File: src/rtl/pipe_ctrl_pkg.sv
// Shared constants for the pipelined control decoder: opcodes, funcodes,
// control-word bit positions and the multdiv FSM state type.
package pipe_ctrl_pkg;

   localparam int CTRL_W_DEF = 20;

   localparam logic [4:0] OP_R    = 5'd0;
   localparam logic [4:0] OP_J    = 5'd1;
   localparam logic [4:0] OP_BNEI = 5'd2;
   localparam logic [4:0] OP_JAL  = 5'd3;
   localparam logic [4:0] OP_JR   = 5'd4;
   localparam logic [4:0] OP_ADDI = 5'd5;
   localparam logic [4:0] OP_BLTI = 5'd6;
   localparam logic [4:0] OP_SW   = 5'd7;
   localparam logic [4:0] OP_LW   = 5'd8;
   localparam logic [4:0] OP_SETX = 5'd21;
   localparam logic [4:0] OP_BEX  = 5'd22;

   localparam logic [4:0] FN_ADD = 5'd0;
   localparam logic [4:0] FN_SUB = 5'd1;
   localparam logic [4:0] FN_MUL = 5'd6;
   localparam logic [4:0] FN_DIV = 5'd7;

   localparam int B_RDST   = 0;
   localparam int B_RWE    = 1;
   localparam int B_BACKC  = 2;
   localparam int B_A0     = 3;
   localparam int B_A1     = 4;
   localparam int B_B0     = 5;
   localparam int B_B1     = 6;
   localparam int B_ALUINB = 7;
   localparam int B_T      = 8;
   localparam int B_BEXC   = 9;
   localparam int B_JALC   = 10;
   localparam int B_SWC    = 11;
   localparam int B_ISR    = 12;
   localparam int B_ISMD   = 13;

   typedef enum logic {
      MD_IDLE = 1'b0,
      MD_BUSY = 1'b1
   } md_state_e;

endpackage

File: src/rtl/ctrl_decode.sv
// Combinational D-stage decoder producing the static control bits.
// isMD is only decoded when PIPE_CTRL_MD_EN is defined.
module ctrl_decode
   import pipe_ctrl_pkg::*;
#(
   parameter int CTRL_W = CTRL_W_DEF
) (
   input  logic [4:0]        opcode_i,
   input  logic [4:0]        funcode_i,
   output logic [CTRL_W-1:0] ctrl_o
);

   logic is_r, is_bnei, is_jal, is_jr, is_addi, is_blti, is_sw, is_lw, is_setx, is_bex;

   assign is_r    = (opcode_i == OP_R);
   assign is_bnei = (opcode_i == OP_BNEI);
   assign is_jal  = (opcode_i == OP_JAL);
   assign is_jr   = (opcode_i == OP_JR);
   assign is_addi = (opcode_i == OP_ADDI);
   assign is_blti = (opcode_i == OP_BLTI);
   assign is_sw   = (opcode_i == OP_SW);
   assign is_lw   = (opcode_i == OP_LW);
   assign is_setx = (opcode_i == OP_SETX);
   assign is_bex  = (opcode_i == OP_BEX);

   always_comb begin
      // NOTE: default every bit first so no path through the block leaves a bit unassigned (no latch).
      ctrl_o           = '0;
      ctrl_o[B_RDST]   = is_sw | is_bnei | is_blti | is_jr;
      ctrl_o[B_RWE]    = is_r | is_addi | is_lw | is_jal | is_setx;
      ctrl_o[B_ALUINB] = is_sw | is_addi | is_lw;
      ctrl_o[B_JALC]   = is_jal;
      ctrl_o[B_BEXC]   = is_bex;
      ctrl_o[B_SWC]    = is_sw;
      ctrl_o[B_ISR]    = is_r;
      ctrl_o[B_B1]     = is_jal | is_setx;
      ctrl_o[B_B0]     = is_lw | is_setx;
`ifdef PIPE_CTRL_MD_EN
      ctrl_o[B_ISMD]   = is_r & ((funcode_i == FN_MUL) | (funcode_i == FN_DIV));
`endif
   end

`ifndef PIPE_CTRL_MD_EN
   logic unused_funcode;
   assign unused_funcode = ^funcode_i;
`endif

endmodule

File: src/rtl/pipe_controller.sv
// Pipelined control decoder: decode in D, resolve dynamic bits in X, carry the
// word to W, squash on taken transfers. Multdiv stall logic under PIPE_CTRL_MD_EN.
module pipe_controller
   import pipe_ctrl_pkg::*;
#(
   parameter int STAGES = 3,
   parameter int CTRL_W = CTRL_W_DEF
) (
   input  logic                     clock,
   input  logic                     reset,
   input  logic                     insn_valid,
   input  logic [4:0]               opcode,
   input  logic [4:0]               funcode,
   input  logic                     overflow,
   input  logic                     isLargerThan,
   input  logic                     isNotEqual,
   input  logic                     md_rdy,
   output logic [CTRL_W-1:0]        ctrl_x,
   output logic [STAGES*CTRL_W-1:0] ctrl_all,
   output logic [STAGES-1:0]        valid_all,
   output logic                     stall_fd,
   output logic                     flush,
   output logic                     md_start_mult,
   output logic                     md_start_div
);

   logic [CTRL_W-1:0] dec_word;
   logic [CTRL_W-1:0] ctrl_q [STAGES];
   logic [STAGES-1:0] valid_q;
   logic [4:0]        x_op_q, x_fn_q;
   logic              x_hold, load_x;
   logic              x_r, x_arith_fn, ovf_ok, lt;

   ctrl_decode #(.CTRL_W(CTRL_W)) u_decode (
      .opcode_i  (opcode),
      .funcode_i (funcode),
      .ctrl_o    (dec_word)
   );

   // X keeps opcode/funcode because the static word alone cannot tell j from a no-op.
   assign x_r        = (x_op_q == OP_R);
   assign x_arith_fn = (x_fn_q == FN_ADD) | (x_fn_q == FN_SUB) | (x_fn_q == FN_MUL) | (x_fn_q == FN_DIV);
   assign ovf_ok     = overflow & ((x_op_q == OP_ADDI) | (x_r & x_arith_fn));
   assign lt         = ~isLargerThan & isNotEqual;

   always_comb begin
      ctrl_x = '0;
      if (valid_q[0]) begin
         ctrl_x          = ctrl_q[0];
         ctrl_x[B_BACKC] = ovf_ok;
         ctrl_x[B_T]     = (x_op_q == OP_SETX) | ovf_ok;
         ctrl_x[B_A1]    = (x_op_q == OP_J) | (x_op_q == OP_JAL) | (x_op_q == OP_JR)
                         | ((x_op_q == OP_BEX) & isNotEqual);
         ctrl_x[B_A0]    = (x_op_q == OP_JR) | ((x_op_q == OP_BLTI) & lt)
                         | ((x_op_q == OP_BNEI) & isNotEqual);
      end
   end

   // ctrl_x is already zero for a bubble, so no separate valid term is needed.
   assign flush  = ctrl_x[B_A0] | ctrl_x[B_A1];
   assign load_x = ~x_hold & insn_valid & ~stall_fd & ~flush;

   always_ff @(posedge clock or posedge reset) begin
      if (reset) begin
         // NOTE: the stage words are ordinary flops, not a RAM, so they are cleared with everything else.
         for (int k = 0; k < STAGES; k++) ctrl_q[k] <= '0;
         valid_q <= '0;
         x_op_q  <= '0;
         x_fn_q  <= '0;
      end else begin
         // NOTE: all state updates use non-blocking assignment so stage k reads the pre-edge value of stage k-1.
         if (!x_hold) begin
            valid_q[0] <= load_x;
            ctrl_q[0]  <= load_x ? dec_word : '0;
            x_op_q     <= load_x ? opcode : '0;
            x_fn_q     <= load_x ? funcode : '0;
            valid_q[1] <= valid_q[0];
            ctrl_q[1]  <= ctrl_x;
         end else begin
            valid_q[1] <= 1'b0;
            ctrl_q[1]  <= '0;
         end
         for (int k = 2; k < STAGES; k++) begin
            valid_q[k] <= valid_q[k-1];
            ctrl_q[k]  <= ctrl_q[k-1];
         end
      end
   end

   for (genvar k = 0; k < STAGES; k++) begin : g_pack
      assign ctrl_all[k*CTRL_W +: CTRL_W] = ctrl_q[k];
   end
   assign valid_all = valid_q;

`ifdef PIPE_CTRL_MD_EN
   md_state_e state_q;
   logic      start_mult_q, start_div_q, x_is_md;

   assign x_is_md  = valid_q[0] & ctrl_q[0][B_ISMD];
   assign x_hold   = x_is_md & ~md_rdy;
   assign stall_fd = x_is_md | (state_q == MD_BUSY);

   // Start pulses are registered as the op enters X, which is always an IDLE cycle.
   always_ff @(posedge clock or posedge reset) begin
      if (reset) begin
         state_q      <= MD_IDLE;
         start_mult_q <= 1'b0;
         start_div_q  <= 1'b0;
      end else begin
         start_mult_q <= load_x & dec_word[B_ISMD] & (funcode == FN_MUL);
         start_div_q  <= load_x & dec_word[B_ISMD] & (funcode == FN_DIV);
         case (state_q)
            MD_IDLE: if (x_is_md && !md_rdy) state_q <= MD_BUSY;
            MD_BUSY: if (md_rdy) state_q <= MD_IDLE;
            default: state_q <= MD_IDLE;
         endcase
      end
   end

   assign md_start_mult = start_mult_q;
   assign md_start_div  = start_div_q;
`else
   logic unused_md_rdy;
   assign unused_md_rdy = md_rdy;
   assign x_hold        = 1'b0;
   assign stall_fd      = 1'b0;
   assign md_start_mult = 1'b0;
   assign md_start_div  = 1'b0;
`endif

endmodule

File: config.mk
export PLATFORM = sky130hd
export DESIGN_NAME = pipe_controller
export DESIGN_NICKNAME = d
export VERILOG_FILES = /design/src/rtl/pipe_ctrl_pkg.sv /design/src/rtl/ctrl_decode.sv /design/src/rtl/pipe_controller.sv
export SDC_FILE = /design/constraint.sdc
export NUM_CORES = 1
export LEC_CHECK = 0
export ABC_CLOCK_PERIOD_IN_PS = 1930
export CAP_MARGIN = 0
export CELL_PAD_IN_SITES_DETAIL_PLACEMENT = 1
export CELL_PAD_IN_SITES_GLOBAL_PLACEMENT = 1
export CORE_MARGIN = 3
export CORE_UTILIZATION = 29
export DETAILED_ROUTE_END_ITERATION = 8
export PLACE_DENSITY_LB_ADDON = 0.05
export SLEW_MARGIN = 20
export SYNTH_ARGS = -nofsm -noshare
export SYNTH_HDL_FRONTEND = slang
export SYNTH_SLANG_ARGS = --single-unit
File: constraint.sdc
create_clock -name clock -period 1.93 [get_ports clock]
set_input_delay 0.386 -clock clock [delete_from_list [all_inputs] [get_ports clock]]
set_output_delay 0.386 -clock clock [all_outputs]
set_load 0.05 [all_outputs]
## Word-level counts from Yosys, hierarchy flattened

Index checks and enable logic that the tools add are counted.

| storage, ports and cells | value |
|---|---|
| bits in registers | 66 |
| output and inout port bits | 87 |
| word-level logic and storage cells | 64 |
| input port bits | 17 |

| operators by class | value |
|---|---|
| equal/unequal tests | 20 |
| muxes and demuxes | 4 |
| reduce and logical (&&, ||, !) cells | 3 |
| bitwise gates (word level) | 31 |

Operators with widths:

| kind | count |
|---|---|
| $eq 5x3->1 const B | 9 |
| $mux 13 | 2 |
| $or 1x1->1 | 22 |
| $eq 5x2->1 const B | 4 |
| $eq 5x5->1 const B | 4 |
| $logic_not 5->1 | 3 |
| $eq 5x1->1 const B | 2 |
| $mux 5 | 2 |
| $and 1x1->1 | 7 |
| $eq 5x4->1 const B | 1 |
| $not 1->1 | 2 |

## Depth between registers and ports, before layout

| depth | value |
|---|---|
| depth in word-level cells | 13 |
| depth in mapped cells | 5 |
| gate-level depth less buffers | 3 |

## Cells and area by module

Synthesis repeated with hierarchy kept, for this count alone.

| second synthesis, totals | value |
|---|---|
| cell total of the unflattened synthesis | 226 |
| area total of the unflattened synthesis | 2693.8 um^2 |

Modules (own cells, without submodules):

| module | cells an instance | times used | area an instance (um^2) | sequential area each (um^2) |
|---|---|---|---|---|
| pipe_controller | 181 | 1 | 2401.1 | 1801.7 |
| ctrl_decode | 45 | 1 | 292.8 | 0.0 |

## Worst setup path after synthesis

Ideal clock, no wire load.

| timing | value |
|---|---|
| kind | register to output |
| from | reg valid_q[0] (netlist: valid_all[0]) |
| to | out ctrl_x[3] |
| cell stages (with the launch flop) | 3 |
| arrival | 3.343 ns |
| slack | -1.799 ns |
| required time | 1.544 ns |
| buffers on the path | 0 |
| cell sequence | dfrtp_1 -> nand2b_1 -> a2111oi_0 |

| on the way | value |
|---|---|
| cells in the longest elaborated chain, start to end | 1 |

RTL lines:

| element | RTL line | RTL |
|---|---|---|
| start: declaration | pipe_controller.sv:29 | `logic [STAGES-1:0] valid_q;` |
| start signal: assignment | pipe_controller.sv:73 | `valid_q[0] <= load_x;` |
| start signal: indexed assignment | pipe_controller.sv:84 | `valid_q[k] <= valid_q[k-1];` |
| $mux 13 | pipe_controller.sv:48 | `if (valid_q[0]) begin` |
| end: declaration | pipe_controller.sv:18 | `output logic [CTRL_W-1:0] ctrl_x,` |

No other way between the ends.

## Final worst setup path

| timing | value |
|---|---|
| from | reg x_op_q[0] |
| to | out ctrl_x[4] |

| on the way | value |
|---|---|
| cells in the longest elaborated chain, start to end | 5 |
| elaborated cells on any way between the ends | 9 |
| those cells by class | eq/ne: 4; mux: 1; bitwise: 4 |

RTL lines:

| element | RTL line | RTL |
|---|---|---|
| start: declaration | pipe_controller.sv:30 | `logic [4:0] x_op_q, x_fn_q;` |
| start signal: assignment | pipe_controller.sv:75 | `x_op_q <= load_x ? opcode : '0;` |
| $eq 5x1->1 or $eq 5x2->1 (tied branches) | pipe_controller.sv:52 | `ctrl_x[B_A1] = (x_op_q == OP_J) \| (x_op_q == OP_JAL) \| (x_op_q == OP_JR)` |
| $or 1x1->1 (2 in series) | pipe_controller.sv:52 |  |
| $or 1x1->1 * | pipe_controller.sv:53 | `\| ((x_op_q == OP_BEX) & isNotEqual);` |
| $mux 13 * | pipe_controller.sv:48 |  |

Every way passes the cells marked *; elsewhere a longest branch is shown, timed or not.

==> reports/qor.yml <==
sta:
  rsz0062_at_grt: "yes"
  slew_headroom: 0.6575
  slew_violations: 0
  tightest_slew_ps: 512.2
  hold_ws_ps: 371.3
  post-route-min-period_ps: 1994
  fmax_mhz: 501.4
  fin_setup_tns_ps: -223.4
  finalClockSkew_ps: 12.29
  timing.final.crit_share: 1.033
  setup_ws_ps: -64.34
  hold_viol_final: 0
  setup_viol: 5
floorplan:
  start_util: 0.3004
  io-pin-count: 104
  die_area_sq_um: 8121
  core_area_sq_um: 6832
  rows: 30
  die_h_um: 90.12
  fp.dieW_um: 90.12
placed_design:
  dpl.hpwl_um: 3598
  gp_congestion: 0.7455
  port_buffers: 66
synthesis:
  yosysWarnings: 0
  syn-cell-area_sq_um: 2052
  syn_inst: 181
  ys_types: 35
  yosysSeqAreaShare: 0.5732
  syn_area_per_cell_sq_um: 11.34
  ys_ff_latch: 47
drt:
  post-route-drc-count: 0
  vias: 1483
  wirelength_um: 4733
  antenna_left: 0
  first_iter_violations: 22
  first_pass_iters: 4
  wl_per_cell_um: 13.15
  via_per_inst: 4.119
critical_path:
  cpLargestDelayFamily: "flip-flops"
  cp_cell_sequence: "buf_6 -> or3_4 -> a21oi_4 -> buf_12"
  worstSetupEndpointType: "output pin"
  r2r_cells: 6
  slowest_stage: "dfrtp_2"
  crit_type: "reg -> out"
  crit_buf_inv: 2
  crit_cells: 4
  arrival_ps: 1610
  path_max_fanout: 4
  required_ps: 1540
  slowest_delay_ps: 450
  startpoint_type: "flop"
cells_and_area:
  nets: 281
  insertedDiodeCount: 0
  drive_above_1_share: 0.2689
  area_growth_pct: 54.09
  multi_input_area_sq_um: 772.0
  ff_latch_area_sq_um: 1182
  n_fill_cell: 743
run_status:
  status: "finished with violations"
  violations: "setup timing"
global_routing:
  grt_start_max_net_pins: 27
  grt_util_met1: 0.1558
  grt.met3_usage: 0.03431
  gr-max-usage-layer: "met2"
  grt_pass1_wl_um: 8024
  grt_overflow_total: 0
  antenna_found_initial: 0
  grt_pass1_vias: 1554
  grt_usage: 0.1225
  use_met2: 0.2004
clock_tree:
  ctsLongestPathBuffers: 2
  cts-buffers-inserted: 5
  clk_latency_ps: 300
  htree_levels: 2
  clk_pin_slew_worst_paths_ps: 90
  cts_tree: "built"
  root_buffer: "clkbuf_8"
  cts.sinks: 47
min_path:
  holdPathStages: 0
  hold_class: "reg -> reg"
power_and_ir_drop:
  p_leak_nw: 1.424
  powerDensity_nw_per_um2: 723.0
  ir_worst_vdd_uv: 288.5
flow_run:
  cap_viol_max_count: 0
## routing by layer
layer	vias to the layer above	part of all wire	wire length, um
met4	0	0.0091	43
met1	710	0.44	2095
li1	701	-	-
met5	-	0	0
met3	2	0.060	285
met2	70	0.49	2308
## what timing repair did
action / in CTS / in global routing
hold buffers: 0 / 0
setup endpoints to repair: 5 / 5
pin swaps: 7 / 4
resized for setup: 15 / 7
buffers inserted: 9 / 0
## cell usage after synthesis
master	number	area (sq um)
a2111oi_0	1	8.760
a211oi_1	9	67.56
a211oi_4	1	20.02
a21o_1	1	7.510
a21oi_1	16	80.08
and2_1	10	62.56
and3b_1	2	17.52
and4b_1	2	20.02
buf_2	3	15.01
buf_4	36	270.3
buf_6	2	22.52
clkbuf_1	5	18.77
conb_1	1	3.750
dfrtp_1	47	1176
inv_1	5	18.77
maj3_1	1	10.01
mux2_4	1	15.01
nand2_1	10	37.54
nand2b_1	4	25.02
nand3_1	4	20.02
nor2_1	2	7.510
nor2b_1	1	6.260
nor3_1	1	5.000
nor3b_1	2	15.01
nor4_1	2	12.51
nor4b_1	2	17.52
nor4bb_1	1	10.01
o2111ai_1	1	8.760
o21ai_0	2	10.01
o21bai_1	1	7.510
o22ai_1	1	6.260
or2_2	1	6.260
or3_1	1	6.260
or4_1	1	7.510
xnor2_1	1	8.760
## power breakdown
group	leakage [nW]	internal, W	switching, W
clock network	0.0502	0.000379	0.000312
registers	0.631	0.00102	0.0000253
logic	0.743	0.000170	0.000383
total	1.42	0.00157	0.000720
## worst register-to-register path: stages, from the launching register on
cell and delay [ps]:
dfrtp_2 450, buf_6 140, a21oi_1 220, a211oi_4 100, buf_4 140, buf_4 190
a211oi_1 280
## stage by stage
step                      utilization  instance area (sq um)  instances  total power, W  setup WS [ps]
after floorplan                     -                   2242        215        0.001486          61.75
after global placement         0.4266                   2914        344        0.001576         -229.9
after detailed placement       0.4266                   2914        344        0.001578         -254.1
after CTS                      0.4579                   3128        360        0.002308         -45.21
after global routing           0.4628                   3162        360        0.002396         -130.2
final                          0.4628                   3162        360        0.002286         -64.34
## worst paths after layout
| path | start | to | slack, ps |
|---|---|---|---|
| worst min register to register | valid_all[1] | valid_all[2] | 370 |
| max in group asynchronous | reset | x_op_q[4] | 1190 |
| worst max-delay path | x_op_q[0] | ctrl_x[4] | -60 |
| min in group asynchronous | reset | ctrl_all[50] | 440 |
| worst max register to register | x_op_q[0] | x_op_q[3] | 330 |
| worst min-delay path | valid_all[1] | valid_all[2] | 370 |
## layout make-up
cell class / instances / area share
clock buffers: 5 / 0.02176
clock inverters: 2 / 0.01187
inverters: 5 / 0.005936
multi-input cells: 117 / 0.2442
flip-flops and latches: 47 / 0.3740
well taps: 96 / 0.03799
repair buffers: 88 / 0.3043
## state kept, by name, summed over array words and instances (netlist names)
signal,flops
ctrl_all,35
valid_all,3
x_fn_q,4
x_op_q,5
## cell usage in the layout (no fill, tap or decap), types with 2 or more instances in the layout
cell type / instances
clkdlybuf4s50_1: 47
dfrtp_1: 42
conb_1: 35
buf_4: 24
a21oi_1: 14
buf_12: 14
and2_1: 9
nand2_1: 9
a211oi_1: 9
clkbuf_8: 5
dfrtp_2: 5
inv_1: 4
nand3_2: 2
a21oi_4: 2
and4b_1: 2
and3b_1: 2
nor4b_1: 2
nand2b_1: 2
nand3_1: 2
buf_6: 2
## logic make-up after synthesis
kind of cell | Yosys count | synth area share
buf+inv | 51 | 0.1683
flops | 47 | 0.5732
simple gates | 46 | 0.1348
compound gates | 33 | 0.1055
fa+ha+maj | 1 | 0.004878
other cells | 1 | 0.001828
xor+xnor | 1 | 0.004269
mux | 1 | 0.007315
Note: power is estimated with default switching activity, not from simulation.
